`src/rtl/vector_register_file.sv`:
```
`default_nettype none
// ============================================================================
// Module   : vector_register_file
// Brief    : Multi-lane register file with masked writes, bypassed registered
//            read ports, optional zero register and a busy scoreboard.
// Revision : 1.0 - initial release
// ============================================================================
module vector_register_file #(
  parameter int NUM_REGS   = 8,
  parameter int LANES      = 4,
  parameter int LANE_WIDTH = 8,
  parameter bit ZERO_REG   = 1'b1,
  localparam int IW        = $clog2(NUM_REGS),
  localparam int W         = LANES * LANE_WIDTH
) (
  input  logic          clk,
  input  logic          reset,
  input  logic          regWrEn,
  input  logic [IW-1:0] regToWrite,
  input  logic [LANES-1:0] wrMask,
  input  logic [W-1:0]  dataIn,
  input  logic          rdEn,
  input  logic [IW-1:0] rSel1,
  input  logic [IW-1:0] rSel2,
  output logic [W-1:0]  reg1Out,
  output logic [W-1:0]  reg2Out,
  output logic          busy1,
  output logic          busy2,
  input  logic          reserveEn,
  input  logic [IW-1:0] regToReserve,
  output logic          reserveErr
);

  localparam logic [IW:0] c_NUM_REGS = (IW+1)'(NUM_REGS);

  logic [W-1:0]        r_regs [NUM_REGS];
  logic [NUM_REGS-1:0] r_busy;
  logic [W-1:0]        r_rd1_data;
  logic [W-1:0]        r_rd2_data;
  logic                r_rd1_busy;
  logic                r_rd2_busy;
  logic                r_res_err;

  logic                w_wr_ok;
  logic                w_res_ok;
  logic                w_res_err;
  logic [W-1:0]        w_wr_old;
  logic [W-1:0]        w_wr_merged;
  logic [NUM_REGS-1:0] w_busy_next;
  logic [W-1:0]        w_rd1_data;
  logic [W-1:0]        w_rd2_data;
  logic                w_rd1_busy;
  logic                w_rd2_busy;

  // Index addresses real, writable storage: in range and not the zero register.
  function automatic logic idx_ok(input logic [IW-1:0] idx);
    return ({1'b0, idx} < c_NUM_REGS) && !(ZERO_REG && (idx == '0));
  endfunction

  always_comb begin
    w_wr_ok   = regWrEn && idx_ok(regToWrite);
    w_res_ok  = reserveEn && idx_ok(regToReserve);
    w_res_err = w_res_ok && r_busy[regToReserve] &&
                !(w_wr_ok && (regToWrite == regToReserve));
    w_wr_old  = w_wr_ok ? r_regs[regToWrite] : '0;
    w_wr_merged = w_wr_old;
    for (int l = 0; l < LANES; l++) begin
      if (wrMask[l]) begin
        w_wr_merged[l*LANE_WIDTH +: LANE_WIDTH] = dataIn[l*LANE_WIDTH +: LANE_WIDTH];
      end
    end
  end

  // A same-edge reservation overrides the clear from a write.
  always_comb begin
    w_busy_next = r_busy;
    if (w_wr_ok) begin
      w_busy_next[regToWrite] = 1'b0;
    end
    if (w_res_ok && !w_res_err) begin
      w_busy_next[regToReserve] = 1'b1;
    end
  end

  always_comb begin
    w_rd1_data = '0;
    w_rd1_busy = 1'b0;
    w_rd2_data = '0;
    w_rd2_busy = 1'b0;
    if (idx_ok(rSel1)) begin
      w_rd1_data = (w_wr_ok && (regToWrite == rSel1)) ? w_wr_merged : r_regs[rSel1];
      w_rd1_busy = w_busy_next[rSel1];
    end
    if (idx_ok(rSel2)) begin
      w_rd2_data = (w_wr_ok && (regToWrite == rSel2)) ? w_wr_merged : r_regs[rSel2];
      w_rd2_busy = w_busy_next[rSel2];
    end
  end

  always_ff @(posedge clk or negedge reset) begin
    if (!reset) begin
      for (int r = 0; r < NUM_REGS; r++) begin
        r_regs[r] <= '0;
      end
      r_busy     <= '0;
      r_rd1_data <= '0;
      r_rd2_data <= '0;
      r_rd1_busy <= 1'b0;
      r_rd2_busy <= 1'b0;
      r_res_err  <= 1'b0;
    end else begin
      if (w_wr_ok) begin
        r_regs[regToWrite] <= w_wr_merged;
      end
      r_busy    <= w_busy_next;
      r_res_err <= w_res_err;
      if (rdEn) begin
        r_rd1_data <= w_rd1_data;
        r_rd2_data <= w_rd2_data;
        r_rd1_busy <= w_rd1_busy;
        r_rd2_busy <= w_rd2_busy;
      end
    end
  end

  assign reg1Out    = r_rd1_data;
  assign reg2Out    = r_rd2_data;
  assign busy1      = r_rd1_busy;
  assign busy2      = r_rd2_busy;
  assign reserveErr = r_res_err;

endmodule
`default_nettype wire

```
`config.mk`:
```
export PLATFORM = sky130hd
export DESIGN_NAME = vector_register_file
export DESIGN_NICKNAME = d
export VERILOG_FILES = /design/src/rtl/vector_register_file.sv
export SDC_FILE = /design/constraint.sdc
export NUM_CORES = 1
export LEC_CHECK = 0
export CORE_MARGIN = 1.5
export CORE_UTILIZATION = 60
export DETAILED_ROUTE_END_ITERATION = 10
export PLACE_DENSITY = 0.81
export SLEW_MARGIN = 20
export SYNTH_ARGS = -nofsm -noshare
export SYNTH_HDL_FRONTEND = slang
export SYNTH_SLANG_ARGS = --single-unit
export TNS_END_PERCENT = 100
```
`constraint.sdc`:
```
create_clock -name clk -period 2.26 [get_ports clk]
set_input_delay 0.452 -clock clk [delete_from_list [all_inputs] [get_ports clk]]
set_output_delay 0.452 -clock clk [all_outputs]
set_load 0.02 [all_outputs]
```
# Word-level counts from Yosys, hierarchy flattened
# Index checks and enable logic that the tools add are counted.
[totals]
reg_bits = 331
latch_bits = 0
romBits = 0
output_inout_bits = 67
ram_bits = 0
elab_cells = 87
mem_count = 0
[op_classes]
bitwise_logic = 6
div = 0
eq_ne = 3
n_reduce_logical = 19
n_mux = 35
magnitude_cmp = 10
n_shift = 0
n_addsub = 0
mul = 0
[op_table]
columns = ["operator", "n"]
rows = [
  ["32-bit two-way mux", 12],
  ["32-bit binary-select mux with 3-bit select", 3],
  ["256-bit bitwise mux", 1],
  ["32-bit demux with 3-bit select", 1],
  ["8-bit two-way mux", 6],
  ["3-bit by 4-bit less-than comparator with 1-bit output (second input constant)", 4],
  ["4-bit greater-or-equal comparator (second input constant)", 3],
  ["3-bit logical NOT", 4],
  ["3-bit NOT with 4-bit output", 3],
  ["1-bit logical AND", 11],
  ["1-bit binary-select mux with 3-bit select", 3],
  ["3-bit == test", 3],
  ["8-bit bitwise AND", 1],
  ["8-bit NOT", 1],
  ["8-bit OR", 1],
  ["1-bit two-way mux", 7],
  ["1-bit demux with 3-bit select", 2],
  ["3-bit by 1-bit greater-or-equal comparator with 1-bit output (second input constant)", 2],
  ["1-bit logical NOT", 4],
  ["4-bit by 1-bit less-than comparator with 1-bit output (second input constant)", 1],
]

# Depth between registers and ports, before layout
[depth]
ltp_word = 12
mapped_depth = 9
mapped_depth_nobuf = 6

# Worst setup path before layout
# Ideal clock, no wire load.
[synth_path]
kind = "input -> register"
startpoint = "input port rSel2[0]"
endpoint = "register r_rd2_data[23] (netlist: reg2Out[23])"
path_stages = 7
path_slack_ps = -40
arrival_ps = 2182
setup_ps = 118
required_time_ps = 2142
cell_sequence = "buf_2 > buf_2 > buf_2 > mux4_2 > a211oi_1 > a211oi_1 > a21o_1"
[synth_via]
elab_chain_len = 6
[synth_lines]
columns = ["item", "line", "rtl"]
rows = [
  ["start: declaration", "24", "input logic [IW-1:0] rSel2,"],
  ["3-bit NOT with 4-bit output (implied by the code)", "95", "w_rd2_data = (w_wr_ok && (regToWrite == rSel2)) ? w_wr_merged : r_regs[rSel2];"],
  ["32-bit binary-select mux with 3-bit select", "95", ""],
  ["32-bit two-way mux (implied by the code) (2 in a row)", "95", ""],
  ["32-bit two-way mux", "95", ""],
  ["32-bit two-way mux (*)", "94", "if (idx_ok(rSel2)) begin"],
  ["end signal: assignment", "119", "r_rd2_data <= w_rd2_data;"],
  ["end: declaration", "39", "logic [W-1:0] r_rd2_data;"],
]
# Every way passes the cells marked *; elsewhere a longest branch is shown, timed or not. The select of a mux whose other input is x is not followed.
# A chain may end at the register's enable or synchronous reset.

# Worst setup path in the final report
[layout_path]
startpoint = "input port regWrEn"
endpoint = "register r_rd2_data[1] (netlist: reg2Out[1])"
[layout_via]
elab_chain_len = 5
[layout_lines]
columns = ["item", "line", "rtl"]
rows = [
  ["start: declaration", "18", "input logic regWrEn,"],
  ["1-bit logical AND (*)", "61", "w_wr_ok = regWrEn && idx_ok(regToWrite);"],
  ["32-bit two-way mux", "65", "w_wr_old = w_wr_ok ? r_regs[regToWrite] : '0;"],
  ["8-bit two-way mux", "68", "if (wrMask[l]) begin"],
  ["32-bit two-way mux (*)", "95", ""],
  ["32-bit two-way mux (*)", "94", ""],
]
# Every way passes the cells marked *; elsewhere a longest branch is shown, timed or not.

==> flow_summary.toml <==
[outcome]
status = "completed"

[final_layout]
nFillCells = 1822
drive_gt1_share_pct = 26.50
multiInputGateArea_mm2 = 0.009289
layout.nets = 1908
final_cells = 2269
seq_area_mm2 = 0.008258
antenna_cells = 0
area_growth_syn_to_layout_pct = 25.42

[synth]
synth_compound_area_share_pct = 22.44
syn-instance-count = 1654
synth_edf_count = 0
synth-seq-cells = 330
synthTopCellsByArea = "dfrtp_1 45%, mux4_2 16%, o21ai_0 5.5%"
muxShareOfSynthArea_pct = 18.26
yosys-top-cells-count = "330 x dfrtp_1, 233 x nand2_1, 200 x o21ai_0"
synth.net_count = 1707
yosys.area_share.simple_pct = 9.010
yosysSeqAreaShare_pct = 45.36
netlist_area_mm2 = 0.01821
synth_flop_cell = "dfrtp_1"
synthXorXnorAreaFrac_pct = 0.4330
yosysWarningCount = 0
synth_top_area_cell = "dfrtp_1"
synth_largest_type_area_fraction_pct = 45.36
synth-adder-area-share_pct = 0
synth.most_common_cell = "dfrtp_1"
yosysUniqueCellTypes = 52
avgSynthCellArea_um2 = 11.01
synth_top_family_by_area = "compound AO/OA/AOI/OAI gates"
async_flop_share_pct = 100.0

[route]
wl_mm = 58.71
drc = 0
via_count = 16220
ant_nets = 0
avgViaCountPerCell = 7.146
drtPass1Iterations = 7
detail_route.wl_per_cell_um = 25.87
dr.first_iter.drc_count = 1849

[clock_network]
numClockSinks = 330
htree_levels = 2
cts.clk_slew.worst_paths_ps = 50
clock_latency_ps = 540
tritoncts = "built"
ctsRootBufferMaster = "clkbuf_16"
cts_buffers = 36
clk_path_buf_depth = 3

[job]
drv_cap = 0

[sta]
fmax_mhz = 459.1
period_minus_slack_ps = 2178
tightest_slew_ps = 851.8
fin_setup_tns_ps = 0
skew_ps = 20.11
post-route-period-util_pct = 96.38
hold_viol = 0
fin_hold_ws_ps = 398.3
setup_viol = 0
max-slew-margin-rel_pct = 43.00
slew_viol_final = 0
rsz0062_at_grt = "false"

[placed_design]
io_buffers = 119
hpwlAfterDp_mm = 37.44
gp_congestion = 0.8891
dp.cells = 2198

[worst_setup_path]
path_delay_family = "buffers and inverters"
worstPathBufferInverterCount = 4
crit_chain = "clkdlybuf4s50_1 > o31ai_4 > buf_4 > nor4_4 > buf_4 > buf_4 > a211oi_1 > a211oi_1 > a21o_1"
critPathLaunchType = "primary input"
worstPathMaxFanout = 7
crit_top_cell = "buf_4"
worstPathRequired_ps = 2730
critPathMaxStageDelay_ps = 560
cpMaxStageDelayCell = "clkdlybuf4s50_1"
crit_type = "primary input to flop"
arrival_ps = 2650
crit_path_end_kind = "flop"

[floorplanning]
pin_count = 120
fp.dieH_um = 177.2
core-area_mm2 = 0.02972
die_w_um = 177.2
die-area_mm2 = 0.03140
rows = 63
initial_core_util_pct = 61.26

[power]
pwr-share-clk_pct = 31.4
combPwrFrac_pct = 26.0
switchingPower_mw = 5.830
p_seq_share_pct = 42.6
sw_frac_of_total_pct = 31.44
p_int_mw = 12.71
leakage_nw = 10.00
irDropWorstVdd_mv = 0.6869
power_density_mw_per_mm2 = 812.1

[global_routing]
antenna_found_initial = 0
grt_pass1_wl_mm = 92.22
track_usage_pct = 38.43
grt_pass1_vias = 16800
overflow = 0
grt_max_degree = 66

[hold_path]
hold_class = "flop to flop"
## worst paths after layout
kind                              from  slack [ps]           to  depth (start not counted)
setup / recovery               regWrEn          80   reg2Out[1]                          9
setup reg to reg           r_regs[144]         370  reg2Out[16]                          6
max in group asynchronous        reset         940  r_regs[131]                          3
hold / removal             r_regs[226]         400  r_regs[226]                          0
min in group asynchronous        reset         480    r_busy[3]                          2
hold reg to reg            r_regs[226]         400  r_regs[226]                          0
## registers in the layout, summed over array words and instances, names as in the netlist
| register | count |
|---|---|
| reg2Out | 32 |
| busy2 | 1 |
| reserveErr | 1 |
| r_busy | 7 |
| r_regs | 256 |
| reg1Out | 32 |
| busy1 | 1 |
## kinds of logic (layout without fill, tap and decap cells)
logic type             after synthesis  count (layout)
AO/OA/AOI/OAI                      577             577
AND/OR/NAND/NOR                    366             366
flip-flops                         330             330
buffers and inverters              204             429
multiplexers                       168             168
XOR/XNOR                             9               9
## layout make-up
class	instances	share of cell area [%]
clock buffer	49	4.334
clock inverter	13	0.6521
inverter	7	0.1151
multi-input combinational	1120	40.68
sequential	330	36.16
tap	390	2.137
timing repair buffer	360	15.92
## per-layer routing
metal | vias to the layer above | GRT usage (%) | part of all wire, %
li1 | 6676 | - | -
met1 | 7967 | 48.99 | 35
met2 | 1261 | 61.15 | 47
met3 | 308 | 8.097 | 11
met4 | 3 | 22.03 | 5.7
met5 | - | 1.122 | 0.080
## cells in the final DEF (no fill, tap or decap), types with 6 or more instances in the layout
cell type,count
a211oi_1,124
a21o_1,64
a21oi_1,32
a221oi_1,55
a221oi_2,7
a22oi_2,31
and2_1,31
buf_12,48
buf_4,190
clkbuf_1,9
clkbuf_16,38
clkdlybuf4s50_1,108
clkinv_2,7
dfrtp_1,330
inv_1,6
mux2i_1,34
mux4_2,131
nand2_1,233
nor2_1,42
nor2b_1,32
o211ai_1,7
o21ai_0,198
o221ai_1,29
xor2_1,9
## power groups by stage
stage / combinational, mW / clock [mW] / sequential [mW]
after floorplan: 2.62 / 0 / 7.91
after global placement: 4.52 / 0 / 7.83
after detailed placement: 4.68 / 0 / 7.91
after CTS: 4.74 / 5.86 / 7.83
after global routing: 5.18 / 6.10 / 8.00
final: 4.82 / 5.82 / 7.90
## stage by stage
stage          util [%]  setup WS, ps  cell area (um2)  total power, mW
2_1_floorplan         -        -12.46            18210            10.53
3_5_place_dp      72.27        -656.3            21480            12.60
4_1_cts           76.19         4.589            22640            18.44
6_report          76.84         81.90            22830            18.54
5_1_grt           76.84         33.15            22830            19.28
3_3_place_gp      72.27        -540.7            21480            12.34
## timing repair
item                       4_1_cts  5_1_grt
setup endpoints to repair       11       98
hold endpoints to repair        56        0
gates resized for setup          3       20
hold buffers                     1        0
pin swaps                        1       10
setup buffers                    0        6
cloned                           0        2
Note: power is estimated with default switching activity, not from simulation.
